## src/rtl/cnt_pwm_gen.sv

```systemverilog
// PWM generator driven by an external free-running wrap counter.
// Double-buffered duty (valid/ready) applied only at period boundaries; flags wraps and count breaks.
module cnt_pwm_gen #(
    parameter int CNT_W = 4
) (
    input  logic             clk,
    input  logic             rst_n,
    input  logic [CNT_W-1:0] cnt_in,
    input  logic             en,
    input  logic [CNT_W-1:0] duty_in,
    input  logic             duty_valid,
    output logic             duty_ready,
    output logic             pwm_out,
    output logic             period_tick,
    output logic             seq_err
);

    typedef enum logic [1:0] {
        S_IDLE  = 2'd0,
        S_ARMED = 2'd1,
        S_RUN   = 2'd2
    } state_t;

    localparam logic [CNT_W-1:0] CNT_MAX = '1;

    state_t           r_state;
    state_t           w_state_nxt;
    logic [CNT_W-1:0] r_cnt_prev;
    logic [CNT_W-1:0] r_duty_act;
    logic [CNT_W-1:0] r_pend;
    logic             r_pend_full;
    logic             r_pwm;
    logic             r_tick;
    logic             r_seq_err;

    logic [CNT_W-1:0] w_cnt_exp;
    logic [CNT_W-1:0] w_duty_eff;
    logic             w_wrap;
    logic             w_active;
    logic             w_xfer;
    logic             w_apply;
    logic             w_pwm_nxt;
    logic             w_tick_nxt;
    logic             w_seq_err_nxt;

    // A wrap is recognised from the sampled previous count, so it is seen in the cycle cnt_in returns to 0.
    assign w_wrap    = (r_cnt_prev == CNT_MAX) && (cnt_in == '0);
    assign w_cnt_exp = r_cnt_prev + CNT_W'(1);
    assign w_active  = (r_state == S_ARMED) || (r_state == S_RUN);

    // Ready is masked during reset so no transfer can be accepted into a slot being cleared.
    assign duty_ready = rst_n && !r_pend_full;
    assign w_xfer     = duty_valid && duty_ready;
    assign w_apply    = w_wrap && w_active && r_pend_full;

    // At the boundary the pending value is used immediately, so the first cycle of the period is not stale.
    assign w_duty_eff = (w_wrap && r_pend_full) ? r_pend : r_duty_act;

    // NOTE: every always_comb output gets a default first so no path can infer a latch.
    always_comb begin
        w_state_nxt   = r_state;
        w_pwm_nxt     = 1'b0;
        w_tick_nxt    = 1'b0;
        w_seq_err_nxt = r_seq_err;

        case (r_state)
            S_IDLE:  if (en) w_state_nxt = S_ARMED;
            S_ARMED: if (w_wrap) w_state_nxt = S_RUN;
            S_RUN:   w_state_nxt = S_RUN;
            default: w_state_nxt = S_IDLE;
        endcase
        if (!en) w_state_nxt = S_IDLE;

        w_pwm_nxt  = ((r_state == S_RUN) || ((r_state == S_ARMED) && w_wrap))
                     && en && (cnt_in < w_duty_eff);
        w_tick_nxt = w_wrap && en && w_active;

        if (!en)
            w_seq_err_nxt = 1'b0;
        else if ((r_state == S_RUN) && (cnt_in != w_cnt_exp))
            w_seq_err_nxt = 1'b1;
    end

    // NOTE: sequential state uses non-blocking assignments; reset is synchronous, sampled on clk.
    always_ff @(posedge clk) begin
        if (!rst_n) begin
            r_state     <= S_IDLE;
            r_cnt_prev  <= '0;
            r_duty_act  <= '0;
            r_pend      <= '0;
            r_pend_full <= 1'b0;
            r_pwm       <= 1'b0;
            r_tick      <= 1'b0;
            r_seq_err   <= 1'b0;
        end else begin
            r_state    <= w_state_nxt;
            r_cnt_prev <= cnt_in;
            r_pwm      <= w_pwm_nxt;
            r_tick     <= w_tick_nxt;
            r_seq_err  <= w_seq_err_nxt;

            // Transfer and apply are exclusive: a transfer needs an empty slot, an apply a full one.
            if (w_xfer) begin
                r_pend      <= duty_in;
                r_pend_full <= 1'b1;
            end else if (w_apply) begin
                r_pend_full <= 1'b0;
            end
            if (w_apply)
                r_duty_act <= r_pend;
        end
    end

    assign pwm_out     = r_pwm;
    assign period_tick = r_tick;
    assign seq_err     = r_seq_err;

endmodule

```

## config.mk

```make
export PLATFORM = sky130hd
export DESIGN_NAME = cnt_pwm_gen
export DESIGN_NICKNAME = d
export VERILOG_FILES = /design/src/rtl/cnt_pwm_gen.sv
export SDC_FILE = /design/constraint.sdc
export NUM_CORES = 1
export LEC_CHECK = 0
export ABC_CLOCK_PERIOD_IN_PS = 2900
export CORE_UTILIZATION = 59
export DETAILED_ROUTE_END_ITERATION = 7
export DONT_BUFFER_PORTS = 1
export HOLD_SLACK_MARGIN = 0.06
export PLACE_DENSITY = 0.75
export SKIP_CTS_REPAIR_TIMING = 1
export SLEW_MARGIN = 20
export SYNTH_ARGS = -nofsm -noshare
export SYNTH_HDL_FRONTEND = slang
export SYNTH_SLANG_ARGS = --single-unit
```

## constraint.sdc

```tcl
create_clock -name clk -period 2.9 [get_ports clk]
set_input_delay 0.29 -clock clk [delete_from_list [all_inputs] [get_ports clk]]
set_output_delay 0.29 -clock clk [all_outputs]
set_load 0.02 [all_outputs]
```

# Word level (Yosys, flattened, before mapping)
# Index checks and enable logic that the tools add are counted.
totals:
  register_bits: 18
  latch_bits: 0
  ramBits: 0
  rom_bits: 0
  inputBits: 12
  output_inout_bits: 4
  wordCells: 39
  n_memories: 0
op_classes:
  add_sub_neg: 1
  n_mul: 0
  n_div: 0
  order_cmp: 1
  eq_ne: 5
  shifts: 0
  muxes: 5
  bitwise: 0
  reduce_logical: 19
op_table:
  columns: ["op", "n"]
  rows:
  - ["1-bit logical AND", 12]
  - ["2-bit case mux with 3 select lines", 1]
  - ["4-bit by 1-bit adder with 4-bit output, second input constant", 1]
  - ["4-bit equality test, second input constant", 1]
  - ["4-bit logical NOT", 1]
  - ["4-bit < comparator", 1]
  - ["4-bit 2-to-1 mux", 1]
  - ["4-bit inequality test", 1]
  - ["2-bit by 1-bit equality test with 1-bit output, second input constant", 1]
  - ["2-bit equality test, second input constant", 1]
  - ["2-bit logical NOT", 1]
  - ["1-bit logical OR", 2]
  - ["1-bit 2-to-1 mux", 2]
  - ["2-bit 2-to-1 mux", 1]
  - ["2-bit inequality test, second input constant", 1]
  - ["2-bit AND reduction", 1]
  - ["2-bit nonzero test", 1]
  - ["1-bit logical NOT", 1]

# Longest topological paths before layout
depth:
  word_depth: 6
  depth_mapped: 10
  ltp_nobuf: 10

# Worst setup path after synthesis
# No wires, ideal clock.
synth_path:
  kind: "in2reg"
  startpoint: "in cnt_in[0]"
  endpoint: "reg r_pwm (netlist: pwm_out)"
  setup_ns: 0.077
  arrival_ns: 2.278
  t_required_ns: 2.823
  setup_slack_ns: 0.545
  path_stages: 9
  path_buffers: 0
  path_cell_list: "or4_4 nor2_4 nand2_2 mux2i_1 ha_1 a21oi_1 nor2b_1 or4_1 a41oi_2"
synth_between:
  elab_chain_cells: 6
synth_rtl:
  columns: ["item", "line", "text"]
  rows:
  - ["start: declaration", "8", "input logic [CNT_W-1:0] cnt_in,"]
  - ["4-bit logical NOT", "47", "assign w_wrap = (r_cnt_prev == CNT_MAX) && (cnt_in == '0);"]
  - ["1-bit logical AND", "47", null]
  - ["1-bit logical AND, on equally long branches", "57, 74", null]
  - ["4-bit 2-to-1 mux or 1-bit logical OR (tied branches)", "57, 74", null]
  - ["4-bit < comparator or 1-bit logical AND (tied branches)", "75", "&& en && (cnt_in < w_duty_eff);"]
  - ["1-bit logical AND *", "75", null]
  - ["end signal: assignment", "98", "r_pwm <= w_pwm_nxt;"]
  - ["end: declaration", "32", "logic r_pwm;"]
# Mark *: on every way between the ends. The rest lies on a longest branch, timed or not.
# A chain may end at the register's enable or synchronous reset.

# Worst setup path in the final report
layout_path:
  startpoint: "reg r_cnt_prev[0]"
  endpoint: "reg r_pwm (netlist: pwm_out)"
layout_between:
  elab_chain_cells: 6
layout_rtl:
  columns: ["item", "line", "text"]
  rows:
  - ["start: declaration", "28", "logic [CNT_W-1:0] r_cnt_prev;"]
  - ["start signal: assignment", "97", "r_cnt_prev <= cnt_in;"]
  - ["4-bit equality test *", "47", null]
  - ["1-bit logical AND *", "47", null]
  - ["1-bit logical AND, on equally long branches", "57, 74", null]
  - ["4-bit 2-to-1 mux or 1-bit logical OR (tied branches)", "57, 74", null]
  - ["4-bit < comparator or 1-bit logical AND (tied branches)", "75", null]
  - ["1-bit logical AND *", "75", null]
# Marks and branches as above.

==> qor_table.md <==
| Parameter | This run | Unit |
|:---|:---|:---|
| Worst Setup Start Kind | flip-flop | - |
| Highest clock frequency the design can meet | 411 | MHz |
| Post-layout power | 0.000465 | W |
| Cell count after synthesis | 94 | - |
| Power density of the placed cells | 481 | nW/um^2 |
| Crit path largest cell delay | 0.51 | ns |
| TritonCTS clock tree | done | - |
| Number of storage elements in the synthesis netlist | 18 | - |
| Run status | finished clean | - |
| Count of buffer and inverter cells on the critical path | 0 | - |
| Number of synthesized flops with an enable pin | 0 | - |
| Critical path's most frequent cell | sky130_fd_sc_hd__ha_1 | - |
| Remaining number of nets flagged by the antenna check after routing | 0 | - |
| Worst EP required | 3.13 | ns |
| Number of warnings printed during yosys synthesis | 0 | - |
| Router iterations before antenna repair | 4 | - |
| Area growth from synthesis to layout | 4.75 | % |
| I/O pin cnt | 16 | - |
| Global Route Usage Sum | 21.5 | % |
| Total of buffers placed on input and output ports | 0 | - |
| Relative max-transition margin | 68.6 | % |
| Core Footprint | 1380 | sq um |
| Detail-routed via count per cell | 6.16 | - |
| Critical setup path kind | reg2reg | - |
| Fraction of synthesis flops using an asynchronous set or reset pin | 0 | % |
| Critical path launch point | r_cnt_prev[0]$_SDFF_PN0_ | - |
| Top flip-flop cell by instance count after synthesis | sky130_fd_sc_hd__dfxtp_1 | - |
| Hold Fails Final Rpt | 0 | - |
| Category of the worst setup path capture point | flip-flop | - |
| CTS Sinks | 18 | - |
| Worst flop-to-flop path startpoint | r_cnt_prev[0]$_SDFF_PN0_ | - |
| Total grt overflow | 0 | - |
| Placed wire-length estimate | 1290 | microns |
| Diodes inserted | 0 | - |
| Floorplan die width | 41.5 | microns |
| Total via count after detailed routing | 678 | - |
| Weighted congestion reported at the end of routability-driven placement | 0.755 | - |
| DRC violation count after routing | 0 | - |
| Number of design-rule violations left by the first detailed-router iteration | 10 | - |
| Setup repair after global routing missed its margin | false | - |
| Leakage power of the design | 0.378 | nW |
| Data arrival, critical path | 2.66 | ns |
| Setup Viol. Count Final | 0 | - |
| CTS clock-pin slew for the worst setup and hold paths | 0.10 | ns |
| Worst Hold Class | in2reg | - |
| Height of the die | 41.5 | microns |
| Number of non-filler instances in the completed layout | 110 | - |
| Worst path cell trace | ha_1, nand3_1, nor2_4, nand2_2, mux2i_1, ha_1, a21oi_1, nor2b_1, or4_1, a41oi_2 | - |
| Clock latency of the later-clocked register in the worst-skew pair | 0.29 | ns |
| Maximum number of pins on one net before global-route repair | 20 | - |
| Wirelength per Cell | 15.1 | microns |
| Clock tree root buffer cell | sky130_fd_sc_hd__clkbuf_4 | - |
| Share of post-route cells with drive strength above 1 | 12.6 | % |
| Transition at the pin with the smallest max-transition slack | 0.470 | ns |
| Largest vdd supply drop | 0.316 | mV |
| Part of the Yosys area used for sequential elements | 39.1 | % |
| Setup TNS after final layout | 0 | ns |
| Worst Skew | 0.00122 | ns |
| Max-slew violation count | 0 | - |
| Cell at the slowest stage of the critical path | sky130_fd_sc_hd__or4_1 | - |
| Total nets after synthesis | 113 | - |
| Sum of routed wire length over all layers | 1660 | microns |
| Mapped cell area | 922 | sq um |
| Maximum count of clock buffers along a single path | 2 | - |
| Synth unique cells | 30 | - |
| Initial antenna violation count | 0 | - |
| Number of clock buffers inserted by TritonCTS | 3 | - |
| Initial core utilization | 66.7 | % |
| Post-placement cell count | 106 | - |
| Global-route wire length before repair | 2920 | microns |
| Area of the die | 1730 | sq um |
| Avg Synthesized Cell Area | 9.81 | sq um |
| Fin crit period | 2.44 | ns |
| Max-capacitance violation count | 0 | - |
| Family with the most delay on the worst path | simple AND/OR/NAND/NOR gates | - |
| Crit path max fanout | 4 | - |
| Launch instance of the worst min-delay path | cnt_in[2] | - |
| Via count of the first global-routing pass | 647 | - |
| Portion of the clock cycle consumed by the worst path in the final layout | 84.0 | % |
| Cell row count | 13 | - |
| Nets | 115 | - |
| Number of levels in the clock H-tree | 1 | - |
[kinds of logic after synthesis]
family,share of synthesized area [%]
AOI/OAI and AO/OA,10.4
xor gates and xnor gates,5.70
adders and majority gates,9.50
buffers and inverters,2.04
DFF,39.1
muxes,9.77
and+or+nand+nor,23.5
[metal layers]
metal	part of all wire, %	track usage [%]	up-vias	routed length, microns
met5	0	0	-	0
met4	1.7	9.68	0	28
met3	2.9	3.48	4	48
met2	47	34.7	17	784
met1	48	28.2	321	798
li1	-	-	336	-
[metrics by stage]
| step | setup slack [ns] | hold slack (ns) | instance area (sq um) | util, % |
|---|---|---|---|---|
| after floorplan | 0.545 | 0.412 | 922 | - |
| after global placement | 0.511 | 0.413 | 930 | 67.2 |
| after detailed placement | 0.411 | 0.418 | 930 | 67.2 |
| after CTS | 0.440 | 0.112 | 966 | 69.9 |
| after global routing | 0.298 | 0.112 | 966 | 69.9 |
| final | 0.464 | 0.114 | 966 | 69.9 |
[synth_stat cells (all sizes together), types with 3 or more instances]
master,n,area share [%]
clkbuf,3,1.2
mux2i,9,9.8
nand3,6,3.3
ha,7,9.5
o21ai,6,4.5
nand2,7,3.1
nor2,5,2.8
nor2b,7,4.7
nand4,3,2.0
and2,4,2.8
dfxtp,18,39
xnor2,4,3.8
[layout by cell type, fill, tap and decap left out, drive strengths merged, types with 2 or more instances in the layout]
cell,count
nor2b,7
ha,7
xor2,2
nor2,5
xnor2,4
nand3,6
o21ai,6
dfxtp,18
or4,2
and2,4
mux2i,9
inv,2
nand2,7
clkbuf,4
nand4,3
[power by group]
part	total, W	internal, W	switching [W]
logic	0.0000461	0.0000243	0.0000218
registers	0.000266	0.000256	0.00000944
clock network	0.000153	0.0000765	0.0000765
total	0.000465	0.000357	0.000108
[area by class of cell]
type | count | area [sq um]
Inverter | 2 | 7.51
Sequential cell | 18 | 360
Tap cell | 15 | 18.8
Fill cell | 109 | 417
Clock buffer | 4 | 36.3
Multi-Input combinational cell | 71 | 543
[sequential cells by signal, indices dropped and copies added, names as in the netlist]
signal       flops
seq_err          1
r_cnt_prev       4
pwm_out          1
r_state          2
period_tick      1
r_pend           4
r_duty_act       4
r_pend_full      1
[path summary, 6_finish.rpt]
kind	depth (start not counted)	to	slack, ns
max	10	pwm_out$_SDFF_PN0_	0.46
min	1	r_cnt_prev[2]$_SDFF_PN0_	0.11
max reg2reg	10	pwm_out$_SDFF_PN0_	0.46
min reg2reg	2	r_duty_act[3]$_SDFFE_PN0P_	0.49
(Power assumes the default switching activity.)
